[src/rtl/kamacore_pkg.sv]
// Shared KamaCore definitions for the ID, EX and ID/EX control stages.
// Widths are expressed as MSB indices, so a data word is [cpu_width:0].
package kamacore_pkg;

  localparam int cpu_width      = 31;
  localparam int reg_addr_width = 4;

  typedef struct packed {
    logic alu_use_immediate;
    logic memory_read;
    logic memory_write;
    logic write_rd;
    logic write_register;
  } control_t;

  // What the EX-side register does on a given cycle, in priority order.
  typedef enum logic [1:0] {
    ACT_HOLD,
    ACT_FLUSH,
    ACT_BUBBLE,
    ACT_ADVANCE
  } ex_action_e;

endpackage

[src/rtl/kamacore_hazard_detect.sv]
// Combinational load-use detector: the instruction in ID reads a register
// that the load currently in EX has not yet produced.
module kamacore_hazard_detect
  import kamacore_pkg::*;
(
  input  logic                    id_valid,
  input  logic [reg_addr_width:0] id_rs1,
  input  logic [reg_addr_width:0] id_rs2,
  input  logic                    id_uses_rs1,
  input  logic                    id_uses_rs2,
  input  logic                    ex_valid,
  input  logic                    ex_memory_read,
  input  logic                    ex_write_register,
  input  logic [reg_addr_width:0] ex_destination_register,
  output logic                    load_use_hazard
);

  logic ex_is_load;
  logic rs1_match;
  logic rs2_match;

  // x0 is hardwired to zero, so a load targeting it never blocks anyone.
  assign ex_is_load = ex_valid && ex_memory_read && ex_write_register &&
                      (ex_destination_register != '0);
  assign rs1_match  = id_uses_rs1 && (id_rs1 == ex_destination_register);
  assign rs2_match  = id_uses_rs2 && (id_rs2 == ex_destination_register);

  assign load_use_hazard = id_valid && ex_is_load && (rs1_match || rs2_match);

endmodule

[src/rtl/id_ex_pipeline_ctrl.sv]
// ID/EX pipeline register with load-use bubbling, branch flush, memory-stall
// freeze and a saturating count of front-end stall cycles.
module id_ex_pipeline_ctrl
  import kamacore_pkg::*;
#(
  parameter int STALL_CYCLES = 1,
  parameter int CNT_WIDTH    = 16
) (
  input  logic                    clk,
  input  logic                    reset,
  input  logic                    id_valid,
  input  logic [cpu_width:0]      id_instruction,
  input  logic [cpu_width:0]      id_data_a,
  input  logic [cpu_width:0]      id_data_b,
  input  logic [reg_addr_width:0] id_destination_register,
  input  logic [reg_addr_width:0] id_rs1,
  input  logic [reg_addr_width:0] id_rs2,
  input  logic                    id_uses_rs1,
  input  logic                    id_uses_rs2,
  input  control_t                id_control,
  input  logic                    mem_busy,
  input  logic                    branch_taken,
  output logic                    ex_valid,
  output logic [cpu_width:0]      ex_instruction,
  output logic [cpu_width:0]      ex_data_a,
  output logic [cpu_width:0]      ex_data_b,
  output logic [reg_addr_width:0] ex_destination_register,
  output control_t                ex_control,
  output logic                    stall_front,
  output logic                    flush_front,
  output logic [CNT_WIDTH-1:0]    stall_count
);

  logic [1:0]  bubble_cnt;
  logic        load_use_hazard;
  ex_action_e  action;

  kamacore_hazard_detect u_hazard_detect (
    .id_valid                (id_valid),
    .id_rs1                  (id_rs1),
    .id_rs2                  (id_rs2),
    .id_uses_rs1             (id_uses_rs1),
    .id_uses_rs2             (id_uses_rs2),
    .ex_valid                (ex_valid),
    .ex_memory_read          (ex_control.memory_read),
    .ex_write_register       (ex_control.write_register),
    .ex_destination_register (ex_destination_register),
    .load_use_hazard         (load_use_hazard)
  );

  // A pending branch is deliberately ignored while memory is busy; it is
  // still asserted by EX once the freeze lifts and gets acted on then.
  always_comb begin
    action = ACT_ADVANCE;
    if (mem_busy) begin
      action = ACT_HOLD;
    end else if (branch_taken) begin
      action = ACT_FLUSH;
    end else if (load_use_hazard || (bubble_cnt != 2'd0)) begin
      action = ACT_BUBBLE;
    end
  end

  assign stall_front = !reset && ((action == ACT_HOLD) || (action == ACT_BUBBLE));
  assign flush_front = !reset && (action == ACT_FLUSH);

  // Bubbles and flushes only clear ex_valid; the data fields keep their last
  // contents because everything downstream qualifies on ex_valid.
  always_ff @(posedge clk) begin
    if (reset) begin
      ex_valid                <= 1'b0;
      ex_instruction          <= '0;
      ex_data_a               <= '0;
      ex_data_b               <= '0;
      ex_destination_register <= '0;
      ex_control              <= '0;
      bubble_cnt              <= 2'd0;
    end else begin
      case (action)
        ACT_HOLD: begin
        end
        ACT_FLUSH: begin
          ex_valid   <= 1'b0;
          bubble_cnt <= 2'd0;
        end
        ACT_BUBBLE: begin
          ex_valid   <= 1'b0;
          bubble_cnt <= (bubble_cnt == 2'd0) ? 2'(STALL_CYCLES - 1)
                                             : bubble_cnt - 2'd1;
        end
        ACT_ADVANCE: begin
          ex_valid                <= id_valid;
          ex_instruction          <= id_instruction;
          ex_data_a               <= id_data_a;
          ex_data_b               <= id_data_b;
          ex_destination_register <= id_destination_register;
          ex_control              <= id_control;
        end
        default: begin
        end
      endcase
    end
  end

  always_ff @(posedge clk) begin
    if (reset) begin
      stall_count <= '0;
    end else if (stall_front && (stall_count != {CNT_WIDTH{1'b1}})) begin
      stall_count <= stall_count + CNT_WIDTH'(1);
    end
  end

endmodule

[config.mk]
export PLATFORM = sky130hd
export DESIGN_NAME = id_ex_pipeline_ctrl
export DESIGN_NICKNAME = d
export VERILOG_FILES = /design/src/rtl/kamacore_pkg.sv /design/src/rtl/kamacore_hazard_detect.sv /design/src/rtl/id_ex_pipeline_ctrl.sv
export SDC_FILE = /design/constraint.sdc
export NUM_CORES = 1
export LEC_CHECK = 0
export ABC_AREA = 1
export CAP_MARGIN = 20
export CORE_MARGIN = 2
export CORE_UTILIZATION = 40
export DETAILED_ROUTE_END_ITERATION = 16
export PLACE_DENSITY_LB_ADDON = 0.08
export SLEW_MARGIN = 20
export SYNTH_ARGS = -nofsm -noshare
export SYNTH_HDL_FRONTEND = slang
export SYNTH_SLANG_ARGS = --single-unit
[constraint.sdc]
create_clock -name clk -period 2 [get_ports clk]
set_input_delay 0.6 -clock clk [delete_from_list [all_inputs] [get_ports clk]]
set_output_delay 0.6 -clock clk [all_outputs]
set_load 0.01 [all_outputs]
## Word-level counts from Yosys, hierarchy flattened

Cells that the tools add are included.

| operators by class | value |
|---|---|
| add/sub/neg operators | 2 |
| equal/unequal tests | 6 |
| muxes and demuxes | 6 |
| reductions and logical operators | 21 |

Operators by type and width:

| operator | number |
|---|---|
| $add 16x1->16 const B | 1 |
| $ne 16x16->1 const B | 1 |
| $eq 5x5->1 | 2 |
| $logic_and 1x1->1 | 10 |
| $mux 2 | 3 |
| $reduce_bool 2->1 | 3 |
| $reduce_bool 5->1 | 1 |
| $eq 2x2->1 const B | 2 |
| $logic_not 2->1 | 2 |
| $pmux 2 s2 | 1 |
| $logic_or 1x1->1 | 3 |
| $eq 2x1->1 const B | 1 |
| $pmux 1 s2 | 1 |
| $reduce_or 2->1 | 1 |
| $sub 2x1->2 const B | 1 |
| $logic_not 1->1 | 1 |
| $mux 1 | 1 |

| storage, ports and cells | value |
|---|---|
| flip-flop bits (word level) | 125 |
| bits of input ports | 123 |
| output and inout bits | 125 |
| word-level logic and storage cells | 47 |

## Depth between registers and ports, before layout

| depth | value |
|---|---|
| word-level depth | 13 |
| depth in mapped cells | 15 |

## By module

Synthesis repeated with hierarchy kept, for this count alone.

| second synthesis, totals | value |
|---|---|
| cell total of the unflattened synthesis | 692 |
| area, all modules | 5049.8 um^2 |

By module, submodules not included:

| module | times used | cells an instance | area an instance (um^2) | sequential area each (um^2) |
|---|---|---|---|---|
| id_ex_pipeline_ctrl | 1 | 637 | 4828.4 | 2502.4 |
| kamacore_hazard_detect | 1 | 55 | 221.5 | 0.0 |

## Least setup slack after synthesis

No wires, ideal clock.

| timing | value |
|---|---|
| path kind | input to output |
| from | input port id_rs2[1] |
| to | output port stall_front |
| data arrival time | 1.368 ns |
| data required time | 1.400 ns |
| slack | 0.032 ns |
| stages | 10 |
| cell sequence | inv_1 nand2_1 nand2_1 nor2_1 nand3_1 nand2_1 nand2_1 nand2_2 nand2_2 nor2_1 |

| on the way | value |
|---|---|
| word-level cells in the longest chain between the ends | 11 |
| elaborated cells on any way between the ends | 12 |
| those cells by class | eq/ne (2); mux (3); reduce/logical (7) |

RTL lines:

| element | line | source |
|---|---|---|
| from (decl) | id_ex_pipeline_ctrl.sv:17 | `input logic [reg_addr_width:0] id_rs2,` |
| $eq 5x5->1 * | kamacore_hazard_detect.sv:26 | `assign rs2_match = id_uses_rs2 && (id_rs2 == ex_destination_register);` |
| $logic_and 1x1->1 * | kamacore_hazard_detect.sv:26 |  |
| $logic_or 1x1->1 * | kamacore_hazard_detect.sv:28 | `assign load_use_hazard = id_valid && ex_is_load && (rs1_match \|\| rs2_match);` |
| $logic_and 1x1->1 * | kamacore_hazard_detect.sv:28 |  |
| $logic_or 1x1->1 * | id_ex_pipeline_ctrl.sv:59 | `end else if (load_use_hazard \|\| (bubble_cnt != 2'd0)) begin` |
| $mux 1 * | id_ex_pipeline_ctrl.sv:59 |  |
| $mux 2 * | id_ex_pipeline_ctrl.sv:57 | `end else if (branch_taken) begin` |
| $mux 2 * | id_ex_pipeline_ctrl.sv:55 | `if (mem_busy) begin` |
| $eq 2x2->1 or $logic_not 2->1 (tied branches) | id_ex_pipeline_ctrl.sv:64 | `assign stall_front = !reset && ((action == ACT_HOLD) \|\| (action == ACT_BUBBLE));` |
| $logic_or 1x1->1 * | id_ex_pipeline_ctrl.sv:64 |  |
| $logic_and 1x1->1 * | id_ex_pipeline_ctrl.sv:64 |  |
| to (decl) | id_ex_pipeline_ctrl.sv:29 | `output logic stall_front,` |

Mark *: on every way between the ends. The rest lies on a longest branch, timed or not.

## Worst setup path in the final report

| timing | value |
|---|---|
| from | input port id_rs2[2] |
| to | output port stall_front |

The elaborated chain is that of the path after synthesis.

==> qor.yml <==
crit_slowest_cell: "dlygate4sd2_1"
synthDistinctLibCells: 25
cts_hold_buffers: 0
worst_slack_ns: -0.2758
die_x_um: 115.7
period_share_pct: 113.8
grt_pass1_wl_mm: 25.68
setup.worst_path.end: "stall_front"
dp.final_hpwl_mm: 11.47
violations: "negative setup slack"
wl_mm: 17.21
yosys_register_bits: 125
final_cell_mix: "nand2_1 (273), clkdlybuf4s50_1 (213), dfxtp_1 (116)"
clk_pin_slew_ns: 0.05
status: "finished with violations"
crit_buf_inv: 2
critical_path.cell_chain: "dlygate4sd2_1 > nand2_1 > nand2_1 > nor2_1 > nand3_1 > nand2_1 > nand2_2 > nand2_2 > nand2_2 > nor2_2 > buf_2"
min_period_ns: 2.276
cp.required_ns: 1.40
synth.avg_cell_area_um2: 7.281
grt.total_usage_pct: 24.62
synth_top_cell_by_area: "dfxtp_1"
slowest_delay_ns: 0.25
portBuffers: 247
slew_viol_final: 0
multi_input_area_um2: 2206
end_kind: "primary output"
synth_area_leaders: "dfxtp_1 (50%), nand2_1 (21%), a21oi_1 (12%), nor2_1 (2.3%), nand4_1 (2.1%)"
crit_path_max_fanout: 2
start_kind: "input pin"
syn_to_final_growth_pct: 73.75
htreeDepth: 4
final_layout_size_suffix_gt1_share_pct: 12.94
synthCells: 686
num_rows: 40
n_fill_cell: 969
finalHoldViolations: 0
finalClockSkew_ns: 0.005868
maxCapViolCount: 0
synth_nets: 810
vdd_drop_max_mv: 0.6396
via_count: 5545
tightest_slew_ns: 0.6895
drtPass1Iterations: 5
fp.dieH_um: 115.7
power.density_nw_per_um2: 741.4
initial_core_util_pct: 41.24
r2r-end: "ex_data_b[21]$_SDFFE_PP0N_"
rrSetupSlack_ns: 0.02
place.gp.congestion: 0.9433
critPathKind: "in2out"
crit_start: "id_rs2[2]"
die-area_um2: 13400
ys_seq_area_share_pct: 50.10
tns_ns: -0.2758
dp.cells: 1088
clock_latency_ns: 0.41
grt_setup_unrepaired: "true"
synth.top_cell.area_share_pct: 50.10
ioPinCount: 248
clockBufferDepth: 2
nets: 1077
drtAntennaViolNets: 0
arrival_ns: 1.68
cp_num_cells: 11
regArea_um2: 2521
cts_inserted_buffers: 17
fin_hold_ws_ns: 0.4586
grt_max_degree: 68
tritoncts: "done"
final_common_cell: "nand2_1"
first_global_vias: 5342
clock-sinks: 125
ff2ff_path_depth: 14
core-area_um2: 12110
hold_path_class: "reg2reg"
antenna_found_initial: 1
setup_viol: 1
drt_iter0_markers: 339
slew_headroom_pct: 54.04
grt-ovfl-total: 0
wl_per_cell_um: 15.16
max_freq_mhz: 439.4
stdcell_count: 1135
drc: 0
r2r-start: "ex_destination_register[3]$_SDFFE_PP0N_"
p_leak_nw: 3.420
synth_area_um2: 4995
via_per_inst: 4.885
root_buffer: "clkbuf_16"
yosysWarningCount: 0
cp_top_family: "simple AND/OR/NAND/NOR gates"
==> report_power, final <==
group          switching, mW  internal [mW]
Combinational          0.378          0.513
Clock                   1.09           1.83
Sequential            0.0493           2.58
==> worst reg2reg max path: cells and delay by family (launching register included) <==
| kind | cells | cell delay, ns |
|---|---|---|
| buffers and inverters | 6 | 0.72 |
| DFF | 1 | 0.36 |
| and+or+nand+nor | 6 | 0.54 |
| AOI/OAI and AO/OA | 2 | 0.22 |
==> final cells by class <==
type	count	area share (%)
diodes	1	0.02884
clock buffers	22	5.580
clock inverters	10	1.024
inverters	32	1.672
multi-input cells	487	25.42
flip-flops and latches	125	29.05
well taps	168	2.422
repair buffers	289	34.67
repair inverters	1	0.1298
==> state kept, by name, summed over array words and instances (netlist names) <==
signal / flops
ex_data_a: 32
ex_data_b: 32
ex_instruction: 32
stall_count: 16
ex_control: 5
ex_destination_register: 5
bubble_cnt: 2
ex_valid: 1
==> metrics by stage <==
step / area (um2) / setup slack [ns] / utilization [%] / power, mW
after floorplan: 4995 / 0.03222 / - / 2.974
after global placement: 7712 / -1.023 / 63.68 / 3.471
after detailed placement: 7712 / -1.084 / 63.68 / 3.486
after CTS: 8477 / -0.3389 / 69.99 / 6.439
after global routing: 8678 / -0.3792 / 71.65 / 6.676
final: 8678 / -0.2758 / 71.65 / 6.434
==> kinds of logic after synthesis <==
group,count (synthesis),share of synthesized area (%)
simple gates,352,28.16
fa+ha+maj,1,0.2505
buf+inv,74,7.315
compound gates,125,12.60
xor+xnor,9,1.578
flops,125,50.10
==> per-layer routing <==
metal  global-route usage, %  vias to the layer above  share of wire [%]
met1                   26.96                     2518                 39
li1                        -                     2737                  -
met2                   42.50                      248                 48
met5                       0                        -                  0
met4                   12.86                        0                3.7
met3                   8.107                       42                8.9
==> timing repair <==
item,in CTS,in global routing
pin swaps,17,13
buffers inserted,5,2
cloned,4,4
gates resized for setup,59,54
endpoints found under the setup margin,125,133
==> cell usage after synthesis <==
master,instances
nand2_1,279
dfxtp_1,125
a21oi_1,120
nor2_1,31
inv_1,25
nand4_1,17
clkbuf_1,16
nand3_1,15
buf_2,14
xor2_1,7
buf_4,6
buf_6,6
inv_2,5
nor3_1,5
o21ai_0,3
nand2_2,2
xnor2_1,2
a31oi_1,1
and2_1,1
clkinv_1,1
ha_1,1
inv_4,1
nand2_4,1
nand2b_1,1
o21bai_1,1
==> worst min-delay path by stage <==
stage	from	to	slack, ns	cells after the start
CTS	ex_data_b[22]$_SDFFE_PP0N_	ex_data_b[22]$_SDFFE_PP0N_	0.46	2
global route	ex_data_a[15]$_SDFFE_PP0N_	ex_data_a[15]$_SDFFE_PP0N_	0.48	2
detailed placement	ex_data_b[22]$_SDFFE_PP0N_	ex_data_b[22]$_SDFFE_PP0N_	0.45	2
finish	ex_data_b[7]$_SDFFE_PP0N_	ex_data_b[7]$_SDFFE_PP0N_	0.46	2
global placement	ex_data_b[13]$_SDFFE_PP0N_	ex_data_b[13]$_SDFFE_PP0N_	0.45	2
floorplan	bubble_cnt[1]$_SDFFE_PP0P_	bubble_cnt[1]$_SDFFE_PP0P_	0.45	2
Power figures use the tool's default switching activity.
